--- src/rtl/keypad_scanner.sv ---
// keypad_scanner: 4x4 key matrix scanner. Drives one column low at a time,
// samples the synchronized rows, rejects multi-key frames and debounces
// single-key frames into one key_valid strobe per confirmed press.
module keypad_scanner #(
  parameter int unsigned SCAN_DIV = 1000,
  parameter int unsigned DEBOUNCE = 4
) (
  input  logic       clk,
  input  logic       rst_n,
  input  logic [3:0] row,
  output logic [3:0] col,
  output logic [3:0] key_code,
  output logic       key_valid,
  output logic       key_held
);

  localparam int unsigned   PW        = (SCAN_DIV > 1) ? $clog2(SCAN_DIV) : 1;
  localparam logic [PW-1:0] PRESC_MAX = PW'(SCAN_DIV - 1);
  localparam logic [3:0]    DB_CNT    = 4'(DEBOUNCE);

  typedef enum logic [1:0] {
    S_IDLE,
    S_CONFIRM,
    S_PRESSED,
    S_RELEASE
  } state_t;

  logic [3:0]    row_s1;
  logic [3:0]    row_s2;
  logic [PW-1:0] presc;
  logic [1:0]    col_idx;
  logic [15:0]   acc;
  state_t        state;
  logic [3:0]    cand;
  logic [3:0]    cnt;

  logic          tick_c;
  logic          frame_done_c;
  logic [15:0]   frame_bits_c;
  logic [4:0]    n_keys_c;
  logic [3:0]    frame_code_c;
  logic          single_c;
  logic          match_c;

  assign tick_c       = (presc == PRESC_MAX);
  assign frame_done_c = tick_c && (col_idx == 2'd3);
  assign single_c     = (n_keys_c == 5'd1);
  assign match_c      = single_c && (frame_code_c == cand);

  // Two-flop synchronizer for the asynchronous row lines (idle = all high)
  always_ff @(posedge clk or negedge rst_n) begin
    if (!rst_n) begin
      row_s1 <= 4'hF;
      row_s2 <= 4'hF;
    end else begin
      row_s1 <= row;
      row_s2 <= row_s1;
    end
  end

  // Frame bits so far, with the current column's rows merged in (active-high)
  always_comb begin
    frame_bits_c = acc;
    for (int r = 0; r < 4; r++) begin
      for (int c = 0; c < 4; c++) begin
        if (col_idx == 2'(c)) frame_bits_c[4*r + c] = ~row_s2[r];
      end
    end
  end

  // Pressed-key count and the code of the (last) pressed key in the frame
  always_comb begin
    n_keys_c     = '0;
    frame_code_c = '0;
    for (int i = 0; i < 16; i++) begin
      if (frame_bits_c[i]) begin
        n_keys_c     = n_keys_c + 5'd1;
        frame_code_c = 4'(i);
      end
    end
  end

  // Prescaler, column walk and frame accumulator
  always_ff @(posedge clk or negedge rst_n) begin
    if (!rst_n) begin
      presc   <= '0;
      col_idx <= 2'd0;
      col     <= 4'b1110;
      acc     <= '0;
    end else if (tick_c) begin
      presc   <= '0;
      col_idx <= col_idx + 2'd1;
      col     <= ~(4'b0001 << (col_idx + 2'd1));
      acc     <= (col_idx == 2'd3) ? 16'h0000 : frame_bits_c;
    end else begin
      presc   <= presc + PW'(1);
    end
  end

  // Debounce FSM, advanced once per completed frame
  always_ff @(posedge clk or negedge rst_n) begin
    if (!rst_n) begin
      state     <= S_IDLE;
      cand      <= '0;
      cnt       <= '0;
      key_code  <= '0;
      key_valid <= 1'b0;
      key_held  <= 1'b0;
    end else begin
      key_valid <= 1'b0;
      if (frame_done_c) begin
        unique case (state)
          S_IDLE: begin
            if (single_c) begin
              cand <= frame_code_c;
              cnt  <= 4'd1;
              if (DB_CNT == 4'd1) begin
                state     <= S_PRESSED;
                key_code  <= frame_code_c;
                key_valid <= 1'b1;
                key_held  <= 1'b1;
              end else begin
                state <= S_CONFIRM;
              end
            end
          end
          S_CONFIRM: begin
            if (match_c) begin
              cnt <= cnt + 4'd1;
              if (cnt + 4'd1 == DB_CNT) begin
                state     <= S_PRESSED;
                key_code  <= cand;
                key_valid <= 1'b1;
                key_held  <= 1'b1;
              end
            end else if (single_c) begin
              cand <= frame_code_c;
              cnt  <= 4'd1;
            end else begin
              state <= S_IDLE;
            end
          end
          S_PRESSED: begin
            if (!match_c) begin
              cnt <= 4'd1;
              if (DB_CNT == 4'd1) begin
                state    <= S_IDLE;
                key_held <= 1'b0;
              end else begin
                state <= S_RELEASE;
              end
            end
          end
          S_RELEASE: begin
            if (match_c) begin
              state <= S_PRESSED;
            end else begin
              cnt <= cnt + 4'd1;
              if (cnt + 4'd1 == DB_CNT) begin
                state    <= S_IDLE;
                key_held <= 1'b0;
              end
            end
          end
          default: state <= S_IDLE;
        endcase
      end
    end
  end

endmodule

--- config.mk ---
export PLATFORM = sky130hd
export DESIGN_NAME = keypad_scanner
export DESIGN_NICKNAME = d
export VERILOG_FILES = /design/src/rtl/keypad_scanner.sv
export SDC_FILE = /design/constraint.sdc
export NUM_CORES = 1
export LEC_CHECK = 0
export CAP_MARGIN = 20
export CORE_AREA = 2 2 85 87
export DETAILED_ROUTE_END_ITERATION = 16
export DIE_AREA = 0 0 87 89
export GPL_ROUTABILITY_DRIVEN = 0
export PLACE_DENSITY_LB_ADDON = 0.2
export REMOVE_ABC_BUFFERS = 1
export SLEW_MARGIN = 20
export SYNTH_ARGS = -nofsm -noshare
export SYNTH_HDL_FRONTEND = slang
export SYNTH_SLANG_ARGS = --single-unit
--- constraint.sdc ---
create_clock -name clk -period 17.2 [get_ports clk]
set_clock_uncertainty 0.15 [all_clocks]
set_input_delay 1.72 -clock clk [delete_from_list [all_inputs] [get_ports clk]]
set_output_delay 1.72 -clock clk [all_outputs]
set_load 0.02 [all_outputs]
Word-level counts from Yosys, hierarchy flattened
Cells that the tools add are included.
{ "word_totals": {"register_bits": 56, "inputBits": 6, "out_inout_bits": 10, "word_cells": 141} }
{ "classes": {"addsub": 18, "eq_ne": 20, "shifts": 1, "mux": 74, "bitwise_logic": 5, "reduce_logical": 11} }
{ "op_table": {"columns": ["op", "n"], "rows": [
  ["4-bit 2-to-1 mux", 20],
  ["5-bit by 1-bit adder with 5-bit output, second input constant", 15],
  ["5-bit 2-to-1 mux", 15],
  ["1-bit 2-to-1 mux", 26],
  ["16-bit 2-to-1 mux", 1],
  ["4-bit case mux with 4 select lines", 1],
  ["2-bit 2-to-1 mux", 7],
  ["2-bit != test, second input constant", 7],
  ["6-bit AND reduction", 2],
  ["10-bit by 1-bit adder with 10-bit output, second input constant", 1],
  ["10-bit == test, second input constant", 1],
  ["10-bit 2-to-1 mux", 1],
  ["3-bit != test, second input constant", 3],
  ["2-bit == test, second input constant", 4],
  ["2-bit case mux with 4 select lines", 1],
  ["4-bit case mux with 2 select lines", 1],
  ["3-bit AND reduction", 2],
  ["5-bit by 1-bit == test with 1-bit output, second input constant", 1],
  ["4-bit by 1-bit adder with 4-bit output, second input constant", 1],
  ["2-bit by 1-bit == test with 1-bit output, second input constant", 2],
  ["4-bit by 3-bit == test with 1-bit output, second input constant", 1],
  ["4-bit == test", 1],
  ["2-bit zero test", 2],
  ["1-bit inverter", 4],
  ["7 further kinds", 9]
]} }

Depth between registers and ports, before layout
{ "depth": {"word_depth": 38, "mapped_depth": 53, "mapped_depth_nobuf": 52} }

Worst setup path after synthesis
OpenSTA, ideal clock, no wires.
{ "synth_path": {"path_kind": "register -> register", "start": "register col_idx[0]", "end": "register key_code[0]", "setup_time_ns": 0.125, "t_arrival_ns": 9.771, "required_time_ns": 16.925, "slack_ns": 7.154, "path_stages_with_launch": 50, "n_path_buf": 2, "period_less_slack_ns": 10.046, "cell_sequence": "dfrtp_1 -> inv_1 -> ha_1 -> buf_2 -> mux2_2 -> xnor2_2 -> ha_1 -> o21ai_0 -> nand2_1 -> ha_1 -> o21ai_0 -> nand3_1 -> ha_1 -> a21oi_1 -> a41oi_1 -> ha_1 -> mux2_2 -> ha_1 -> [14 not listed] -> mux2i_1 -> o31ai_1 -> ha_1 -> nand2_1 -> nand2_1 -> ha_1 -> mux2_2 -> ha_1 -> nor2_1 -> nor2_1 -> ha_1 -> or3_1 -> a21oi_1 -> nand2_1 -> nor2_4 -> and4_1 -> buf_6 -> mux2_4"} }
{ "synth_via": {"elab_chain_cells": 36, "elab_cells_between_ends": 71, "cone_classes": "add/sub (15); eq/ne (5); mux (47); reduce/logical (4)"} }
{ "synth_lines": {"columns": ["element", "line_no", "source"], "rows": [
  ["start: declaration", "31", "logic [1:0] col_idx;"],
  ["start signal: assignment", "92", "col_idx <= col_idx + 2'd1;"],
  ["2-bit zero test", "66", "if (col_idx == 2'(c)) frame_bits_c[4*r + c] = ~row_s2[r];"],
  ["1-bit 2-to-1 mux", "66", null],
  ["1-bit 2-to-1 mux", "76", "if (frame_bits_c[i]) begin"],
  ["5-bit by 1-bit adder with 5-bit output", "77", "n_keys_c = n_keys_c + 5'd1;"],
  ["5-bit 2-to-1 mux", "76", null],
  ["5-bit by 1-bit adder with 5-bit output", "77", null],
  ["5-bit 2-to-1 mux", "76", null],
  ["5-bit by 1-bit adder with 5-bit output", "77", null],
  ["[20 not listed]", null, null],
  ["5-bit 2-to-1 mux", "76", null],
  ["5-bit by 1-bit adder with 5-bit output", "77", null],
  ["5-bit 2-to-1 mux", "76", null],
  ["5-bit by 1-bit adder with 5-bit output", "77", null],
  ["5-bit 2-to-1 mux", "76", null],
  ["5-bit by 1-bit == test with 1-bit output", "47", "assign single_c = (n_keys_c == 5'd1);"],
  ["1-bit logical AND", "48", "assign match_c = single_c && (frame_code_c == cand);"],
  ["4-bit AND reduction (no source line) *", null, null],
  ["end signal: assignment", "119", "key_code <= frame_code_c;"],
  ["end signal: assignment", "132", "key_code <= cand;"],
  ["end: declaration", "12", "output logic [3:0] key_code,"]
]} }
Every way passes the cells marked *; elsewhere a longest branch is shown, timed or not.
A chain may end at the register's enable or synchronous reset.

Worst setup path in the final report
{ "layout_path": {"start": "register col_idx[0]", "end": "register key_code[1]"} }
Same word-level chain as after synthesis.

==> summary.md <==
| Metric | Value |
|---|---|
| Mapped Cells | 469 |
| Remaining global-route overflow | 0 |
| Ratio of final minimum period to clock period | 66.9% |
| Initial core utilization | 64.4% |
| Worst-path clk slew | 110 ps |
| Detail-routed via count per cell | 5.90 |
| Switching power | 0.0668 mW |
| Gates resized, CTS repair | 0 |
| Clock sink count | 56 |
| Post-synthesis async set-or-reset flop share | 100% |
| Worst path max stage delay | 540 ps |
| Critical Path Most Common Cell | sky130_fd_sc_hd__ha_1 |
| TritonCTS clock tree | done |
| Area inside the core boundary | 0.00672 mm^2 |
| Vias in the first global route | 3312 |
| WS Path Type | reg2reg |
| H-Tree Level Count | 2 |
| Post-layout util | 68.9% |
| Cell-internal power | 0.178 mW |
| CTS buffer count | 5 |
| Sum of buffers and inverters on the critical path | 3 |
| Number of antenna violations at the first check in global routing | 0 |
| Number of antenna diodes | 0 |
| Slowest cell on the critical path | sky130_fd_sc_hd__ha_1 |
| Drt initial violations | 232 |
| Slew margin rel. | 44.2% |
| Number of fill cells in the layout | 534 |
| Total routing usage reported by global routing | 24.1% |
| Maximum number of pins on one net before global-route repair | 57 |
| Synthesis-stage register bit count | 56 |
| Period minus WS final | 11500 ps |
| FF-to-FF setup slack | 5700 ps |
| Min Hold Slack | 210 ps |
| Sequential share of power | 54.8% |
| Routed length per instance | 15.1 um |
| Final Max Tran Viols | 0 |
| Switching share of total power | 27.3% |
| Setup fix buffers added after clock tree synthesis | 0 |
| Root buffer cell | sky130_fd_sc_hd__clkbuf_8 |
| Skew-Pair Late Insertion Delay | 320 ps |
| Worst vdd rail ir drop | 0.0000602 V |
| Y dimension of the die | 89 um |
| Worst min-delay path class | reg2reg |
| Dominant register cell in the synthesized netlist | sky130_fd_sc_hd__dfrtp_1 |
| Worst hold start | row_s1[3] |
| Worst reg2reg startpoint | col_idx[0] |
| Combinational power share | 14.2% |
| Final number of setup-violating endpoints | 0 |
| Layout Nets | 505 |
| Power per Cell Area | 52.9 mW/mm^2 |
| R2R Path End | key_code[1] |
| Synth Warn # | 0 |
| Count of TritonRoute iterations in the first routing pass | 4 |
| Critical path peak fanout | 16 |
| Number of standard-cell rows in the floorplan | 30 |
| Quantity of hold-fixing buffers added after cts | 0 |
| Syn-to-layout area delta | 7.03% |
| DIE WIDTH | 87 um |
| Critical path startpoint category | flop |
| Total wirelength of the detailed-routed design | 8480 um |
| First-pass GRT wire length | 14900 um |
| Number of buffer cells added on primary ports | 15 |
| CP Capture Type | flop |
| Tightest Pin Transition | 814 ps |
| Average size of a mapped cell | 9.23 um^2 |
| Setup repair after global routing missed its margin | no |
| Final Hold Fails | 0 |
| Total number of vias | 3311 |
| Post-route DRC | 0 |
| Worst Slack Setup Final | 5700 ps |
| Stages on worst setup path | 49 |
| Critical Path AT | 11560 ps |
| Total negative slack | 0 ps |
| Post-DP HPWL | 6550 um |
| Number of distinct library cell variants in the gate-level netlist after synthesis | 70 |
| Run status | finished clean |
| Required time of the worst setup path | 17260 ps |
| Highest achievable clock rate | 0.0869 GHz |
| Portion of the post-synthesis area used by sequential elements | 32.7% |
| Buffer levels on the longest clock path | 2 |
| Number of I/O pins | 16 |
| Die Outline Area | 0.00774 mm^2 |
| Number of flops mapped to enable cells by yosys | 0 |
| Cell family with most CP delay | adder cells |
| Worst r2r path cells | 49 |
| ANT nets after route | 0 |
| Clk network pwr share | 31.0% |
| Cell area after synthesis | 0.00433 mm^2 |
| Worst Hold Depth | 0 |
| Leakage power figure | 1.94 nW |
| Endpoint with the worst hold slack | row_s2[3] |
| Number of max-capacitance violations reported | 0 |
| Share of layout cells above drive strength 1 | 12.3% |
| Setup WS pre-CTS | 5680 ps |
-- Yosys cell counts, types with 4 or more instances --
cell type	count	area share, %
sky130_fd_sc_hd__nand2_1	49	4.2
sky130_fd_sc_hd__dfrtp_1	45	26
sky130_fd_sc_hd__xnor2_1	31	6.3
sky130_fd_sc_hd__nor2_1	28	2.4
sky130_fd_sc_hd__o21ai_0	28	3.2
sky130_fd_sc_hd__inv_1	22	1.9
sky130_fd_sc_hd__ha_1	19	5.5
sky130_fd_sc_hd__mux2i_1	15	3.5
sky130_fd_sc_hd__xor2_1	15	3.0
sky130_fd_sc_hd__nor2b_1	14	2.0
sky130_fd_sc_hd__a21oi_1	13	1.5
sky130_fd_sc_hd__o31ai_1	13	2.3
sky130_fd_sc_hd__nand3_1	12	1.4
sky130_fd_sc_hd__dfstp_2	11	6.7
sky130_fd_sc_hd__and2_1	10	1.4
sky130_fd_sc_hd__nand2b_1	10	1.4
sky130_fd_sc_hd__clkbuf_1	9	0.78
sky130_fd_sc_hd__mux2_2	8	2.1
sky130_fd_sc_hd__nand4_1	6	0.87
sky130_fd_sc_hd__nor3_1	6	0.69
sky130_fd_sc_hd__mux2_4	5	1.7
sky130_fd_sc_hd__nor4_1	5	0.72
sky130_fd_sc_hd__o21ai_1	5	0.58
sky130_fd_sc_hd__buf_2	4	0.46
sky130_fd_sc_hd__nand3b_1	4	0.69
sky130_fd_sc_hd__o211ai_1	4	0.69
sky130_fd_sc_hd__o21a_1	4	0.69
sky130_fd_sc_hd__o22ai_1	4	0.58
sky130_fd_sc_hd__or2_2	4	0.58
-- area by class of cell --
class / instances / area (um^2) / share of cell area, %
Multi-Input combinational cell: 376 / 2760 / 59.6
Tap cell: 80 / 100 / 2.16
Timing Repair Buffer: 19 / 175 / 3.78
Inverter: 22 / 82.6 / 1.78
Clock inverter: 3 / 27.5 / 0.594
Clock buffer: 5 / 68.8 / 1.49
Sequential cell: 56 / 1420 / 30.6
-- worst max-delay path by stage --
stage	from	end
global route	col_idx[0]	key_code[1]
floorplan	col_idx[0]	key_code[0]
finish	col_idx[0]	key_code[1]
CTS	col_idx[0]	key_code[1]
detailed placement	col_idx[0]	key_code[1]
global placement	col_idx[0]	key_code[1]
-- layout by cell type, fill, tap and decap left out, types with 4 or more instances in the layout --
cell                               n
sky130_fd_sc_hd__mux2_2            8
sky130_fd_sc_hd__clkbuf_8          5
sky130_fd_sc_hd__xnor2_1          31
sky130_fd_sc_hd__nor3_1            6
sky130_fd_sc_hd__mux2_4            5
sky130_fd_sc_hd__ha_1             19
sky130_fd_sc_hd__mux2i_1          15
sky130_fd_sc_hd__nand3b_1          4
sky130_fd_sc_hd__nand4_1           6
sky130_fd_sc_hd__or2_2             4
sky130_fd_sc_hd__o21a_1            4
sky130_fd_sc_hd__o21ai_1           5
sky130_fd_sc_hd__inv_1            22
sky130_fd_sc_hd__nor2b_1          14
sky130_fd_sc_hd__nand2b_1         10
sky130_fd_sc_hd__clkdlybuf4s50_1  14
sky130_fd_sc_hd__and2_1           10
sky130_fd_sc_hd__o211ai_1          4
sky130_fd_sc_hd__nand2_1          49
sky130_fd_sc_hd__xor2_1           15
sky130_fd_sc_hd__dfstp_2          11
sky130_fd_sc_hd__o21ai_0          28
sky130_fd_sc_hd__dfrtp_1          45
sky130_fd_sc_hd__buf_4             4
sky130_fd_sc_hd__nand3_1          12
sky130_fd_sc_hd__nor2_1           28
sky130_fd_sc_hd__nor4_1            5
sky130_fd_sc_hd__o22ai_1           4
sky130_fd_sc_hd__a21oi_1          13
sky130_fd_sc_hd__o31ai_1          13
-- layer usage --
layer | up-vias | track usage (%) | share of wire [%]
met2 | 43 | 43.9 | 49
met1 | 1582 | 30.3 | 46
met4 | 0 | 6.68 | 1.8
met3 | 12 | 3.05 | 2.5
li1 | 1674 | - | -
met5 | - | 0 | 0
-- registers in the layout, indices dropped and copies added (netlist names), named ones only --
signal     count
key_code       4
key_held       1
cnt            4
col_idx        2
key_valid      1
row_s1         4
cand           4
col            4
row_s2         4
presc         10
state          1
acc           16
-- through the flow --
step           area (um^2)  cells  power [mW]
2_1_floorplan         4260    454       0.162
3_3_place_gp          4530    553       0.170
3_5_place_dp          4530    553       0.172
4_1_cts               4630    561       0.248
5_1_grt               4630    561       0.258
6_report              4630    561       0.245
-- worst register-to-register path, delay by kind of cell, from the launching register on --
family	cells	cell delay [ps]
adder cells (fa/ha/maj)	14	4310
XOR/XNOR	1	250
buffers and inverters	3	250
AO/OA/AOI/OAI	13	2720
multiplexers	5	1260
AND/OR/NAND/NOR	13	2040
flip-flops	1	420
-- power by group through the flow --
stage | logic, mW | registers [mW] | clock network (mW)
floorplan | 0.0258 | 0.136 | 0
finish | 0.0347 | 0.134 | 0.0760
detailed placement | 0.0348 | 0.137 | 0
CTS | 0.0350 | 0.134 | 0.0789
global placement | 0.0333 | 0.137 | 0
global route | 0.0397 | 0.134 | 0.0836
-- cell families after synthesis --
logic type | share of synthesized area, %
AND/OR/NAND/NOR | 20.2
AO/OA/AOI/OAI | 15.7
XOR/XNOR | 14.1
adder cells (fa/ha/maj) | 5.72
flip-flops | 32.7
multiplexers | 8.07
buffers and inverters | 3.50
(Power assumes the default switching activity.)
